$ cat src/rtl/prog_mem_loader.sv
`default_nettype none
// =============================================================================
// prog_mem_loader : program memory with auto-incrementing burst loader and
//                   handshaked fetch port with per-word "loaded" tracking.
// Rev 1.0
// =============================================================================
module prog_mem_loader #(
    parameter int DATA_SIZE    = 16,
    parameter int ADDR_SIZE    = 4,
    parameter int READ_LATENCY = 1
) (
    input  logic                 clk,
    input  logic                 rstn,
    input  logic                 load_start,
    input  logic [ADDR_SIZE-1:0] load_base,
    input  logic [ADDR_SIZE:0]   load_len,
    input  logic                 load_valid,
    input  logic [DATA_SIZE-1:0] load_data,
    output logic                 load_ready,
    output logic                 load_busy,
    output logic                 load_done,
    input  logic                 fetch_req,
    input  logic [ADDR_SIZE-1:0] fetch_addr,
    output logic                 fetch_ready,
    output logic                 fetch_valid,
    output logic [DATA_SIZE-1:0] fetch_data,
    output logic                 fetch_err
);
    localparam int                 DEPTH   = 2**ADDR_SIZE;
    localparam logic [ADDR_SIZE:0] CNT_ONE = (ADDR_SIZE+1)'(1);

    typedef enum logic [0:0] {
        S_IDLE = 1'b0,
        S_LOAD = 1'b1
    } state_t;

    state_t                 state_q, state_d;
    logic [ADDR_SIZE-1:0]   ptr_q, ptr_d;
    logic [ADDR_SIZE:0]     cnt_q, cnt_d;
    logic                   done_q, done_d;
    logic                   wr_en;
    logic [DEPTH-1:0]       written_q;
    logic [DATA_SIZE-1:0]   mem [DEPTH];
    logic                   fetch_acc;
    logic [DATA_SIZE-1:0]   rd_data;
    logic                   rd_err;

    always_ff @(posedge clk or negedge rstn) begin
        if (!rstn) begin
            state_q <= S_IDLE;
            ptr_q   <= '0;
            cnt_q   <= '0;
            done_q  <= 1'b0;
        end else begin
            state_q <= state_d;
            ptr_q   <= ptr_d;
            cnt_q   <= cnt_d;
            done_q  <= done_d;
        end
    end

    always_comb begin
        state_d     = state_q;
        ptr_d       = ptr_q;
        cnt_d       = cnt_q;
        done_d      = 1'b0;
        wr_en       = 1'b0;
        load_ready  = 1'b0;
        load_busy   = 1'b0;
        fetch_ready = 1'b0;
        case (state_q)
            S_IDLE: begin
                fetch_ready = 1'b1;
                if (load_start) begin
                    ptr_d = load_base;
                    cnt_d = load_len;
                    if (load_len == '0) begin
                        done_d = 1'b1;
                    end else begin
                        state_d = S_LOAD;
                    end
                end
            end
            S_LOAD: begin
                load_ready = 1'b1;
                load_busy  = 1'b1;
                if (load_valid) begin
                    wr_en = 1'b1;
                    ptr_d = ptr_q + 1'b1;   // wraps modulo DEPTH
                    cnt_d = cnt_q - 1'b1;
                    if (cnt_q == CNT_ONE) begin
                        state_d = S_IDLE;
                        done_d  = 1'b1;
                    end
                end
            end
            default: state_d = S_IDLE;
        endcase
    end

    assign load_done = done_q;

    // Contents deliberately survive reset; only the written-bits are cleared.
    always_ff @(posedge clk) begin
        if (wr_en) begin
            mem[ptr_q] <= load_data;
        end
    end

    always_ff @(posedge clk or negedge rstn) begin
        if (!rstn) begin
            written_q <= '0;
        end else if (wr_en) begin
            written_q[ptr_q] <= 1'b1;
        end
    end

    // Fetches are only accepted in IDLE, where no write can collide.
    assign fetch_acc = fetch_req & fetch_ready;
    assign rd_data   = mem[fetch_addr];
    assign rd_err    = ~written_q[fetch_addr];

    generate
        if (READ_LATENCY == 1) begin : g_lat1
            logic                 valid_q;
            logic [DATA_SIZE-1:0] data_q;
            logic                 err_q;

            always_ff @(posedge clk or negedge rstn) begin
                if (!rstn) begin
                    valid_q <= 1'b0;
                    data_q  <= '0;
                    err_q   <= 1'b0;
                end else begin
                    valid_q <= fetch_acc;
                    if (fetch_acc) begin
                        data_q <= rd_data;
                        err_q  <= rd_err;
                    end
                end
            end

            assign fetch_valid = valid_q;
            assign fetch_data  = data_q;
            assign fetch_err   = err_q;
        end else if (READ_LATENCY == 2) begin : g_lat2
            logic                 s1_valid_q, s2_valid_q;
            logic [DATA_SIZE-1:0] s1_data_q,  s2_data_q;
            logic                 s1_err_q,   s2_err_q;

            // Array is sampled at acceptance so a later load cannot alter the result.
            always_ff @(posedge clk or negedge rstn) begin
                if (!rstn) begin
                    s1_valid_q <= 1'b0;
                    s1_data_q  <= '0;
                    s1_err_q   <= 1'b0;
                    s2_valid_q <= 1'b0;
                    s2_data_q  <= '0;
                    s2_err_q   <= 1'b0;
                end else begin
                    s1_valid_q <= fetch_acc;
                    if (fetch_acc) begin
                        s1_data_q <= rd_data;
                        s1_err_q  <= rd_err;
                    end
                    s2_valid_q <= s1_valid_q;
                    if (s1_valid_q) begin
                        s2_data_q <= s1_data_q;
                        s2_err_q  <= s1_err_q;
                    end
                end
            end

            assign fetch_valid = s2_valid_q;
            assign fetch_data  = s2_data_q;
            assign fetch_err   = s2_err_q;
        end else begin : g_bad_latency
            $error("prog_mem_loader: READ_LATENCY must be 1 or 2");
        end
    endgenerate

endmodule
`default_nettype wire

$ cat config.mk
export PLATFORM = sky130hd
export DESIGN_NAME = prog_mem_loader
export DESIGN_NICKNAME = d
export VERILOG_FILES = /design/src/rtl/prog_mem_loader.sv
export SDC_FILE = /design/constraint.sdc
export NUM_CORES = 1
export LEC_CHECK = 0
export ABC_CLOCK_PERIOD_IN_PS = 7000
export BUFFER_PORTS_ARGS = -buffer_cell sky130_fd_sc_hd__buf_2
export CORE_MARGIN = 4
export CORE_UTILIZATION = 30
export CTS_CLUSTER_DIAMETER = 200
export CTS_CLUSTER_SIZE = 40
export DETAILED_ROUTE_END_ITERATION = 10
export HOLD_SLACK_MARGIN = 0.05
export PLACE_DENSITY_LB_ADDON = 0.25
export SLEW_MARGIN = 20
export SYNTH_ARGS = -nofsm -noshare
export SYNTH_HDL_FRONTEND = slang
export SYNTH_SLANG_ARGS = --single-unit
$ cat constraint.sdc
create_clock -name clk -period 7 [get_ports clk]
set_clock_uncertainty 0.1 [all_clocks]
set_input_delay 0.35 -clock clk [delete_from_list [all_inputs] [get_ports clk]]
set_output_delay 0.35 -clock clk [all_outputs]
set_load 0.05 [all_outputs]
Word-level counts from Yosys, hierarchy flattened
Memory sizes are Yosys's and may differ from the RTL's. A register that Yosys moved wholly into a read port is not among the register bits.
Index checks and enable logic that the tools add are counted.
{ "op_classes": {"add_sub_neg": 2, "order_cmp": 3, "n_eq_ne": 3, "mux": 26, "bitwise_logic": 4, "n_reduce_logical": 4} }
{ "ops": {"columns": ["cell", "n"], "rows": [
  ["$mux W1", 16],
  ["$or A16 B16 Y16", 1],
  ["$lt A4 B5 Y1 const B", 2],
  ["$mux W5", 2],
  ["$pmux W5 S2", 1],
  ["$mux W4", 2],
  ["$pmux W4 S2", 1],
  ["$eq A5 B1 Y1 const B", 1],
  ["$logic_not A5 Y1", 1],
  ["$sub A5 B1 Y5 const B", 1],
  ["$add A4 B1 Y4 const B", 1],
  ["$bmux W1 S4", 1],
  ["$demux W1 S4", 1],
  ["$ge A4 B1 Y1 const B", 1],
  ["$ne A2 B2 Y1 const B", 2],
  ["$pmux W1 S2", 2],
  ["$not A1 Y1", 2],
  ["$reduce_and A2 Y1", 1],
  ["$and A1 B1 Y1", 1],
  ["$logic_and A1 B1 Y1", 1],
  ["$logic_not A1 Y1", 1]
]} }
{ "totals": {"register_bits": 29, "ram_bits": 256, "in_bits": 34, "out_inout_bits": 22, "elab_cells": 50, "n_memories": 1} }
{ "mem_list": {"columns": ["name", "words", "width", "read_ports", "rd_ports_with_merged_regs", "wr", "line_no", "rtl"], "rows": [
  ["mem", 16, 16, 1, 1, 1, "43", "logic [DATA_SIZE-1:0] mem [DEPTH];"]
]} }

Longest topological paths before layout
Gate-level depths: netlist of run 1.
{ "depth": {"ltp_word": 5, "mapped_depth": 7, "depth_no_buf": 6} }

Worst setup path after synthesis of run 1
Ideal clock, no wire load.
{ "synth_timing": {"kind": "flip-flop to flip-flop", "from": "register state_q", "to": "memory mem[1][0] (enable)", "setup_ns": 0.411, "t_arrival_ns": 2.445, "required_ns": 6.489, "setup_slack_ns": 4.044, "stages_incl_launch_ff": 5, "n_path_buf": 2, "synth_period_minus_slack_ns": 2.956, "cell_sequence": "dfrtp_1 buf_2 inv_1 buf_2 nor3_1"} }
{ "synth_via": {"elab_chain_cells": 3} }
{ "synth_lines": {"columns": ["element", "line_no", "rtl"], "rows": [
  ["start, declared", "37", "state_t state_q, state_d;"],
  ["start signal, assigned", "55", "state_q <= state_d;"],
  ["$mux W1", "71", "case (state_q)"],
  ["$mux W1", "105", "if (wr_en) begin"],
  ["$mux W1 (implied by the code)", "106", "mem[ptr_q] <= load_data;"],
  ["end, declared", "43", null]
]} }
Every way passes these cells.

Worst setup path in the final report of run 1
{ "layout_timing": {"from": "register state_q", "to": "memory mem[10][14] (enable)"} }
Same word-level chain as after synthesis.

==> impl_metrics.csv, run 1 <==
group,metric,value,unit
outcome,status,"completed",
synth,syn_inst,744,
global_route,grt_max_degree,79,
power_and_ir_drop,power_density,300,mW/mm²
worst_setup_path,cp.required,7.04,ns
floorplan,placementRows,73,
sta,post-route-period-util,38.6,%
global_route,grt_pass1_vias,6521,
cells_and_area,n_antenna_cell,0,
synth,synth_seq_area_share,73.4,%
floorplan,ios,56,
sta,rsz0062_at_grt,"false",
clocking,cts_tree,"yes",
floorplan,die-area,0.0433,mm²
synth,synthArstFlopShare,15.0,%
global_route,grt_pass1_wl,42.9,mm
power_and_ir_drop,ir_worst_vdd,0.000154,V
clocking,clk-insertion-delay-late,0.50,ns
cells_and_area,area_delta_synth_final,11.1,%
min_path,hold_start,"load_base[3]",
worst_setup_path,cp_max_fo,21,
clocking,cts-root-buf,"clkbuf_16",
floorplan,fp.dieH,208,µm
cells_and_area,fillers,3858,
synth,synth_edf_count,256,
detailed_routing,antenna_left,0,
clocking,clockBufferDepth,3,
synth,netlist_area,0.0120,mm²
min_path,min_to,"ptr_q[3]",
detailed_routing,drtIter0Drc,522,
cells_and_area,fin_nets,834,
min_path,holdPathStages,3,
synth,synth_top_area_share,64.0,%
sta,worstMarginPinSlew,1.04,ns
synth,synth.ff_latch_count,301,
clocking,post_cts_buffers,0,
floorplan,design.core.area,0.0396,mm²
worst_setup_path,cp.arrival,2.74,ns
worst_setup_path,worstSetupEndpointType,"flip-flop",
worst_setup_path,rrSetupSlack,4.30,ns
detailed_routing,dr.pass1.iters,4,
sta,max-slew-margin-rel,30.3,%
synth,yosys_warnings,0,
clocking,htreeDepth,1,
worst_setup_path,r2r_cells,3,
detailed_routing,via_count,6261,
detailed_routing,vias_per_cell,4.73,
clocking,cts_buffers,11,
place,gp_congestion,0.705,
place,io_buffers,55,
synth,synth_area_leaders,"edfxtp_1, mux2i_1, dfrtp_1, a22oi_1, nand2_1",
sta,finalCriticalPeriod,2.70,ns
sta,setup_viol,0,
worst_setup_path,start_kind,"flip-flop",
sta,hold_viol,0,
clocking,cts.sinks,301,
clocking,clkTransAtPathRegs,0.14,ns
sta,fmax,370,MHz
floorplan,start_util,30.3,%
worst_setup_path,r2r_end,"mem[10][14]",
cells_and_area,drive_above_1_share,15.5,%
power_and_ir_drop,power.total,4010,µW
detailed_routing,wirelength,28.8,mm
sta,setup_tns,0,ns
power_and_ir_drop,p_leak,0.00479,µW
synth,synthesis.nets,784,
worst_setup_path,worstSetupPathType,"reg2reg",
run,maxCapViolations,0,
floorplan,die_w,208,µm
detailed_routing,drc,0,
global_route,groute.usage.overall,13.0,%
sta,slew_viol_final,0,
synth,syn_avg_cell_area,16.1,µm²
synth,synth_top_area_cell,"edfxtp_1",
synth,synthFlopType,"edfxtp_1",
synth,synth.lib_cells_used.distinct,37,
min_path,hold_class,"in2reg",
place,hpwl,16.8,mm
global_route,grt_overflow,0,
detailed_routing,routedWlPerCell,21.8,µm
worst_setup_path,r2r_start,"state_q",
global_route,grt_antenna_before_repair,0,
-- cell type report --
type | instances | area (µm²) | share of cell area (%)
clock buffers | 16 | 294 | 2.20
repair buffers | 80 | 532 | 3.99
inverters | 7 | 26.3 | 0.197
multi-input cells | 393 | 3000 | 22.5
flip-flops and latches | 301 | 8810 | 66.1
clock inverters | 1 | 20.0 | 0.150
well taps | 525 | 657 | 4.92
-- routing by layer --
| metal | vias up | global-route usage [%] | routed length (µm) |
|---|---|---|---|
| met5 | - | 0 | 0 |
| met4 | 0 | 2.79 | 527 |
| met3 | 25 | 1.70 | 951 |
| met2 | 101 | 23.2 | 14600 |
| met1 | 3206 | 17.0 | 12800 |
| li1 | 2929 | - | - |
-- cell families (layout without fill, tap and decap cells) --
group	Yosys count	in the layout	share of synthesized area, %
flops	301	301	73.4
simple gates	181	181	7.44
mux	141	141	12.3
compound gates	58	58	3.48
buf+inv	50	104	2.24
xor+xnor	7	7	0.511
fa+ha+maj	6	6	0.625
-- sequential cells by signal (all words and copies together), names as in the netlist --
name and count:
load_done 1, fetch_data 16, fetch_err 1, fetch_valid 1, ptr_q 4, written_q 16, mem 256, state_q 1
cnt_q 5
-- worst max-delay path, cell delays in order, from the launching register on --
cell     delay (ns)
dfrtp_1        0.73
inv_1          0.41
nor2_1         0.26
and3_1         0.83
-- repair_timing --
item / in CTS / in global routing
resized for setup: 0 / 0
hold buffers: 3 / 0
hold endpoints to repair: 47 / 0
-- worst max path at each step --
| stage | start | end | slack [ns] | depth (start not counted) |
|---|---|---|---|---|
| CTS | state_q | mem[8][4] | 4.10 | 3 |
| finish | state_q | mem[10][14] | 4.30 | 3 |
| global route | state_q | mem[10][2] | 3.98 | 3 |
| detailed placement | fetch_addr[1] | fetch_data[6] | 4.07 | 6 |
| global placement | state_q | mem[1][8] | 3.95 | 3 |
| floorplan | state_q | mem[1][0] | 4.04 | 4 |
-- Yosys cell counts (2+ instances only) --
master,number
a22oi_1,43
a21oi_1,5
xor2_1,4
nand3_1,17
nor2b_1,4
buf_4,8
clkbuf_1,8
buf_2,23
buf_6,3
nand4_1,33
and3_1,3
mux2i_1,137
xnor2_1,3
o211a_1,2
nor2_1,14
edfxtp_1,256
nor3_1,6
inv_1,6
ha_1,6
nor4b_1,2
and2_1,5
or2_2,16
dfrtp_1,45
o21ai_0,5
mux4_1,3
nand2_1,75
nor3b_1,2
-- metrics by stage --
stage	setup slack [ns]	hold slack [ns]	util [%]	cell area [µm²]	std cells
CTS	4.10	0.0593	33.6	13300	1323
floorplan	4.04	-0.0456	-	12000	744
detailed placement	4.07	0.346	32.8	13000	1303
global route	3.98	0.0872	33.7	13300	1323
global placement	3.95	0.342	32.5	12900	1299
finish	4.30	0.0730	33.7	13300	1323
-- cells in the final DEF, fill, tap and decap left out, types with 16 or more instances in the layout --
master	n
a22oi_1	43
or2_2	16
nand4_1	33
nand3_1	17
buf_4	18
dfrtp_1	45
edfxtp_1	256
buf_2	54
nand2_1	75
mux2i_1	137
-- report_power, final --
part	leakage (µW)	switching (µW)	internal [µW]
clock	0.000151	521	307
combinational	0.00181	581	258
sequential	0.00283	129	2210
No activity file was read; power rests on OpenSTA's default activity.
==> run 2: changes to the inputs <==
--- a/config.mk
+++ b/config.mk
@@ -5,7 +5,7 @@
 export SDC_FILE = /design/constraint.sdc
 export NUM_CORES = 1
 export LEC_CHECK = 0
-export ABC_CLOCK_PERIOD_IN_PS = 7000
+export ABC_CLOCK_PERIOD_IN_PS = 2250
 export BUFFER_PORTS_ARGS = -buffer_cell sky130_fd_sc_hd__buf_2
 export CORE_MARGIN = 4
 export CORE_UTILIZATION = 30
==> constraint.sdc (replaced) <==
create_clock -name clk -period 2.25 [get_ports clk]
set_clock_uncertainty 0.1 [all_clocks]
set_input_delay 0.1125 -clock clk [delete_from_list [all_inputs] [get_ports clk]]
set_output_delay 0.1125 -clock clk [all_outputs]
set_load 0.05 [all_outputs]
==> run 2 against run 1 <==
Net effect:
- flip-flop and latch count unchanged
- sequential share of layout area is 3.0 points lower
- cell area is 4.8% higher
- non-clock buffer count increased by 63
- die area unchanged
- global-route usage is 0.47 points higher
- first-iteration DRC count down 25%
- combinational power grew to 3.4 times the previous value
- via count is 4.8% higher
- critical path depth is 4 higher
- cell count increased by 4.8%
==> impl_metrics.csv, run 2 (synthesized netlist as in run 1, its figures left out) <==
group,metric,value,unit
run,maxCapViolations,0,
clocking,htreeDepth,1,
worst_setup_path,rrSetupSlack,0.28,ns
clocking,cts_tree,"yes",
sta,fmax,478,MHz
place,hpwl,19.4,mm
power_and_ir_drop,switching_share,30.6,%
outcome,status,"completed",
sta,finalCriticalPeriod,2.09,ns
worst_setup_path,slowest_delay,0.57,ns
place,detailedPlace.worstSlack,0.386,ns
power_and_ir_drop,power_density,909,mW/mm²
worst_setup_path,cp.required,2.58,ns
sta,setup_viol,0,
clocking,cts.sinks,301,
worst_setup_path,worstPathCellList,"dlygate4sd3_1, buf_2, nand2_1, dlygate4sd3_1, o211a_1, dlygate4sd3_1, a21oi_1",
sta,layout_setup_ws,0.156,ns
worst_setup_path,cp_max_fo,13,
cells_and_area,n_antenna_cell,0,
floorplan,design.core.area,0.0396,mm²
worst_setup_path,start_kind,"primary input",
power_and_ir_drop,p_leak,0.00509,µW
sta,worstMarginPinSlew,0.550,ns
floorplan,die-area,0.0433,mm²
cells_and_area,largest_reg_flops,256,
sta,max-slew-margin-rel,63.3,%
clocking,cts.repair.resized,0,
power_and_ir_drop,power.total,12700,µW
worst_setup_path,worstSetupEndpointType,"flip-flop",
worst_setup_path,cp.depth,7,
detailed_routing,antenna_left,0,
cells_and_area,most-common-layout-cells,"edfxtp_1, mux2i_1, nand2_1, buf_2, dfrtp_1",
worst_setup_path,crit_top_cell,"dlygate4sd3_1",
floorplan,ios,56,
worst_setup_path,r2r_end,"cnt_q[0]",
worst_setup_path,crit_start,"load_start",
worst_setup_path,r2r_start,"cnt_q[0]",
floorplan,fp.dieH,208,µm
detailed_routing,routedWlPerCell,21.3,µm
worst_setup_path,path_delay_family,"buffers and inverters",
sta,setup_tns,0,ns
power_and_ir_drop,intPower,8810,µW
power_and_ir_drop,switchingPower,3890,µW
cells_and_area,max_flop_register,"mem",
worst_setup_path,path_buf_inv,4,
floorplan,start_util,30.3,%
global_route,grt_overflow,0,
worst_setup_path,r2r_cells,4,
cells_and_area,drive_above_1_share,16.8,%
cells_and_area,post-route-util,35.3,%
floorplan,placementRows,73,
worst_setup_path,cp.arrival,2.43,ns
global_route,grt_pass1_wl,44.3,mm
global_route,groute.usage.overall,13.4,%
detailed_routing,vias_per_cell,4.73,
detailed_routing,drc,0,
worst_setup_path,worstSetupPathType,"in2reg",
global_route,grt_pass1_vias,6577,
place,io_buffers,55,
detailed_routing,via_count,6559,
detailed_routing,dr.pass1.iters,4,
cells_and_area,final_common_cell,"edfxtp_1",
power_and_ir_drop,power_frac_seq,57.5,%
power_and_ir_drop,p_comb_share,22.3,%
detailed_routing,wirelength,29.5,mm
detailed_routing,drtIter0Drc,394,
clocking,post_cts_buffers,0,
power_and_ir_drop,ir_worst_vdd,0.000514,V
worst_setup_path,crit_end,"ptr_q[1]",
worst_setup_path,crit_slowest_cell,"dlygate4sd3_1",
clocking,clk-insertion-delay-late,0.49,ns
place,gp_congestion,0.770,
clocking,clockBufferDepth,3,
sta,hold_viol,0,
floorplan,die_w,208,µm
sta,post-route-period-util,93.1,%
sta,rsz0062_at_grt,"false",
sta,slew_viol_final,0,
cells_and_area,area_delta_synth_final,16.5,%
clocking,cts_buffers,11,
clocking,clkTransAtPathRegs,0.14,ns
global_route,grt_max_degree,42,
global_route,grt_antenna_before_repair,0,
power_and_ir_drop,clkPwrFrac,20.2,%
min_path,hold_class,"in2reg",
cells_and_area,fin_nets,897,
clocking,cts-root-buf,"clkbuf_16",
==> run 2: stage by stage <==
step	area [µm²]	std cells	hold WS, ns
final	14000	1386	0.0864
after global routing	14000	1386	0.0898
after detailed placement	13200	1327	0.0314
after global placement	13200	1327	0.0306
after CTS	14000	1387	0.0686
after floorplan	12000	744	-0.283
==> run 2: power by group through the flow <==
stage / Clock (µW) / Combinational, µW / Sequential [µW]
final: 2570 / 2830 / 7300
after CTS: 2660 / 2890 / 7310
after global placement: 0 / 2760 / 7430
after floorplan: 0 / 1300 / 7780
after detailed placement: 0 / 2770 / 7440
after global routing: 2880 / 3110 / 7390
==> run 2: what timing repair did <==
| action | in CTS | in global routing |
|---|---|---|
| setup endpoints to repair | 0 | 17 |
| hold buffers | 43 | 0 |
| hold endpoints to repair | 313 | 0 |
==> run 2: worst reg2reg max path: cells and delay by family (launching register included) <==
family	cells	cell delay (ns)
buffers and inverters	2	1.11
DFF	1	0.46
muxes	1	0.14
AOI/OAI and AO/OA	1	0.06
==> run 2: area by class of cell <==
| class | count | area (µm²) |
|---|---|---|
| clock buffer | 16 | 294 |
| clock inverter | 1 | 20.0 |
| fill | 3810 | 25700 |
| inverter | 7 | 26.3 |
| multi-input combinational | 393 | 3010 |
| sequential | 301 | 8810 |
| tap | 525 | 657 |
| timing repair buffer | 143 | 1160 |
==> run 2: worst min path at each step <==
stage / from / to / slack (ns) / cells past startpoint
6_report: fetch_addr[3] / fetch_data[7] / 0.09 / 4
3_3_place_gp: rstn / cnt_q[4] / 0.03 / 1
5_1_grt: fetch_addr[3] / fetch_data[8] / 0.09 / 4
4_1_cts: fetch_addr[3] / fetch_data[8] / 0.07 / 4
3_5_place_dp: rstn / cnt_q[4] / 0.03 / 1
2_1_floorplan: rstn / cnt_q[0] / -0.28 / 0
==> run 2: routing by layer <==
metal	part of all wire, %	track usage [%]	up-vias
met2	48	22.6	113
li1	-	-	3057
met1	47	19.3	3371
met3	4.0	1.40	18
met5	0	0	-
met4	1.0	2.17	0
==> run 3: changes to the inputs <==
--- a/config.mk
+++ b/config.mk
@@ -9,12 +9,13 @@
 export BUFFER_PORTS_ARGS = -buffer_cell sky130_fd_sc_hd__buf_2
 export CORE_MARGIN = 4
 export CORE_UTILIZATION = 30
+export CTS_BUF_LIST = sky130_fd_sc_hd__clkbuf_16
 export CTS_CLUSTER_DIAMETER = 200
 export CTS_CLUSTER_SIZE = 40
 export DETAILED_ROUTE_END_ITERATION = 10
 export HOLD_SLACK_MARGIN = 0.05
 export PLACE_DENSITY_LB_ADDON = 0.25
-export SLEW_MARGIN = 20
+export SLEW_MARGIN = 40
 export SYNTH_ARGS = -nofsm -noshare
 export SYNTH_HDL_FRONTEND = slang
 export SYNTH_SLANG_ARGS = --single-unit
==> run 3 against run 2 <==
Net effect:
- via count increased by 0.12%
- first-iteration DRC count increased by 3.0%
- utilization about the same
- hold slack got worse by 0.0017 ns
- fmax is essentially flat
==> impl_metrics.csv, run 3 (synthesized netlist as in run 1, its figures left out) <==
group,metric,value,unit
outcome,status,"completed",
clocking,htreeDepth,1,
cells_and_area,final_common_cell,"edfxtp_1",
detailed_routing,via_count,6567,
floorplan,die-area,0.0433,mm²
clocking,cts-root-buf,"clkbuf_16",
worst_setup_path,worstPathCellList,"dlygate4sd3_1, buf_2, nand2_1, dlygate4sd3_1, o211a_1, dlygate4sd3_1, a21oi_1",
global_route,grt_max_degree,42,
clocking,cts_tree,"yes",
sta,finalCriticalPeriod,2.09,ns
sta,layout_setup_ws,0.157,ns
worst_setup_path,start_kind,"primary input",
power_and_ir_drop,power.total,12700,µW
sta,worstMarginPinSlew,0.529,ns
power_and_ir_drop,switching_share,30.6,%
sta,setup_viol,0,
power_and_ir_drop,power_frac_seq,57.6,%
power_and_ir_drop,switchingPower,3880,µW
power_and_ir_drop,p_comb_share,22.4,%
power_and_ir_drop,power_density,906,mW/mm²
clocking,cts.repair.resized,0,
floorplan,design.core.area,0.0396,mm²
run,maxCapViolations,0,
worst_setup_path,slowest_delay,0.57,ns
place,gp_congestion,0.770,
cells_and_area,fillers,3810,
place,io_buffers,55,
worst_setup_path,cp.arrival,2.43,ns
min_path,holdPathStages,4,
min_path,hold_class,"in2reg",
clocking,cts_hold_buf,43,
worst_setup_path,crit_top_cell,"dlygate4sd3_1",
cells_and_area,most-common-layout-cells,"edfxtp_1, mux2i_1, nand2_1, buf_2, dfrtp_1",
detailed_routing,wirelength,29.4,mm
worst_setup_path,r2r_end,"cnt_q[0]",
worst_setup_path,worstSetupEndpointType,"flip-flop",
clocking,post_cts_buffers,0,
cells_and_area,seq_area,0.00881,mm²
min_path,min_to,"fetch_data[7]",
floorplan,start_util,30.3,%
cells_and_area,fin_nets,898,
global_route,grt_antenna_before_repair,0,
clocking,cts.sinks,301,
global_route,grt_pass1_wl,44.3,mm
floorplan,die_w,208,µm
detailed_routing,routedWlPerCell,21.2,µm
worst_setup_path,crit_slowest_cell,"dlygate4sd3_1",
sta,setup_tns,0,ns
min_path,hold_start,"fetch_addr[3]",
sta,post-route-period-util,93.0,%
place,hpwl,19.4,mm
clocking,cts_buffers,11,
cells_and_area,area_delta_synth_final,16.5,%
power_and_ir_drop,intPower,8790,µW
clocking,clk-insertion-delay-late,0.50,ns
power_and_ir_drop,clkPwrFrac,20.0,%
global_route,grt_pass1_vias,6577,
global_route,grt_overflow,0,
sta,fmax,478,MHz
worst_setup_path,r2r_start,"cnt_q[0]",
sta,hold_viol,0,
power_and_ir_drop,ir_worst_vdd,0.000515,V
cells_and_area,n_antenna_cell,0,
cells_and_area,largest_reg_flops,256,
clocking,clkTransAtPathRegs,0.14,ns
floorplan,ios,56,
cells_and_area,drive_above_1_share,16.9,%
detailed_routing,drc,0,
detailed_routing,antenna_left,0,
sta,max-slew-margin-rel,64.8,%
floorplan,placementRows,73,
worst_setup_path,cp.required,2.58,ns
clocking,clockBufferDepth,3,
sta,slew_viol_final,0,
worst_setup_path,cp_max_fo,13,
worst_setup_path,rrSetupSlack,0.28,ns
detailed_routing,vias_per_cell,4.73,
floorplan,fp.dieH,208,µm
cells_and_area,max_flop_register,"mem",
detailed_routing,dr.pass1.iters,5,
power_and_ir_drop,p_leak,0.00512,µW
detailed_routing,drtIter0Drc,406,
worst_setup_path,r2r_cells,4,
global_route,groute.usage.overall,13.4,%
place,detailedPlace.worstSlack,0.386,ns
sta,rsz0062_at_grt,"false",
cells_and_area,multiInputGateArea,0.00301,mm²
worst_setup_path,worstSetupPathType,"in2reg",
run 3: worst max-delay path by stage:
stage / from / end / cells after the start
after detailed placement: ptr_q[0] / mem[11][9] / 4
final: load_start / ptr_q[1] / 7
after floorplan: state_q / mem[1][0] / 4
after global routing: load_start / ptr_q[1] / 7
after CTS: rstn / fetch_data[13] / 4
after global placement: ptr_q[3] / mem[0][13] / 4
run 3: area by class of cell:
cell class	instances	area share (%)
inverter	7	0.188
sequential	301	63.0
timing repair buffer	144	8.33
clock inverter	6	0.277
clock buffer	11	1.97
multi-input combinational	393	21.5
tap	525	4.70
run 3: power groups by stage:
stage	Combinational (µW)	Sequential, µW	Clock, µW
global placement	2760	7430	0
CTS	2890	7310	2640
floorplan	1300	7780	0
finish	2840	7300	2530
detailed placement	2770	7440	0
global route	3110	7390	2860
run 3: stage by stage:
step                      hold slack [ns]  cells  utilization, %  instance area (µm²)
final                              0.0848   1387            35.3                14000
after global routing               0.0898   1387            35.3                14000
after CTS                          0.0686   1387            35.3                14000
after detailed placement           0.0314   1327            33.4                13200
after global placement             0.0306   1327            33.4                13200
after floorplan                    -0.283    744               -                12000
run 3: worst max-delay path: cells and delay by family:
family / cells / cell delay, ns
AND/OR/NAND/NOR: 1 / 0.10
buffers and inverters: 4 / 1.96
AO/OA/AOI/OAI: 2 / 0.24
run 3: per-layer routing:
layer	track usage, %	share of wire [%]	up-vias
li1	-	-	3055
met1	19.3	47	3386
met2	22.6	49	108
met3	1.40	3.2	18
met4	2.17	1.1	0
met5	0	0	-
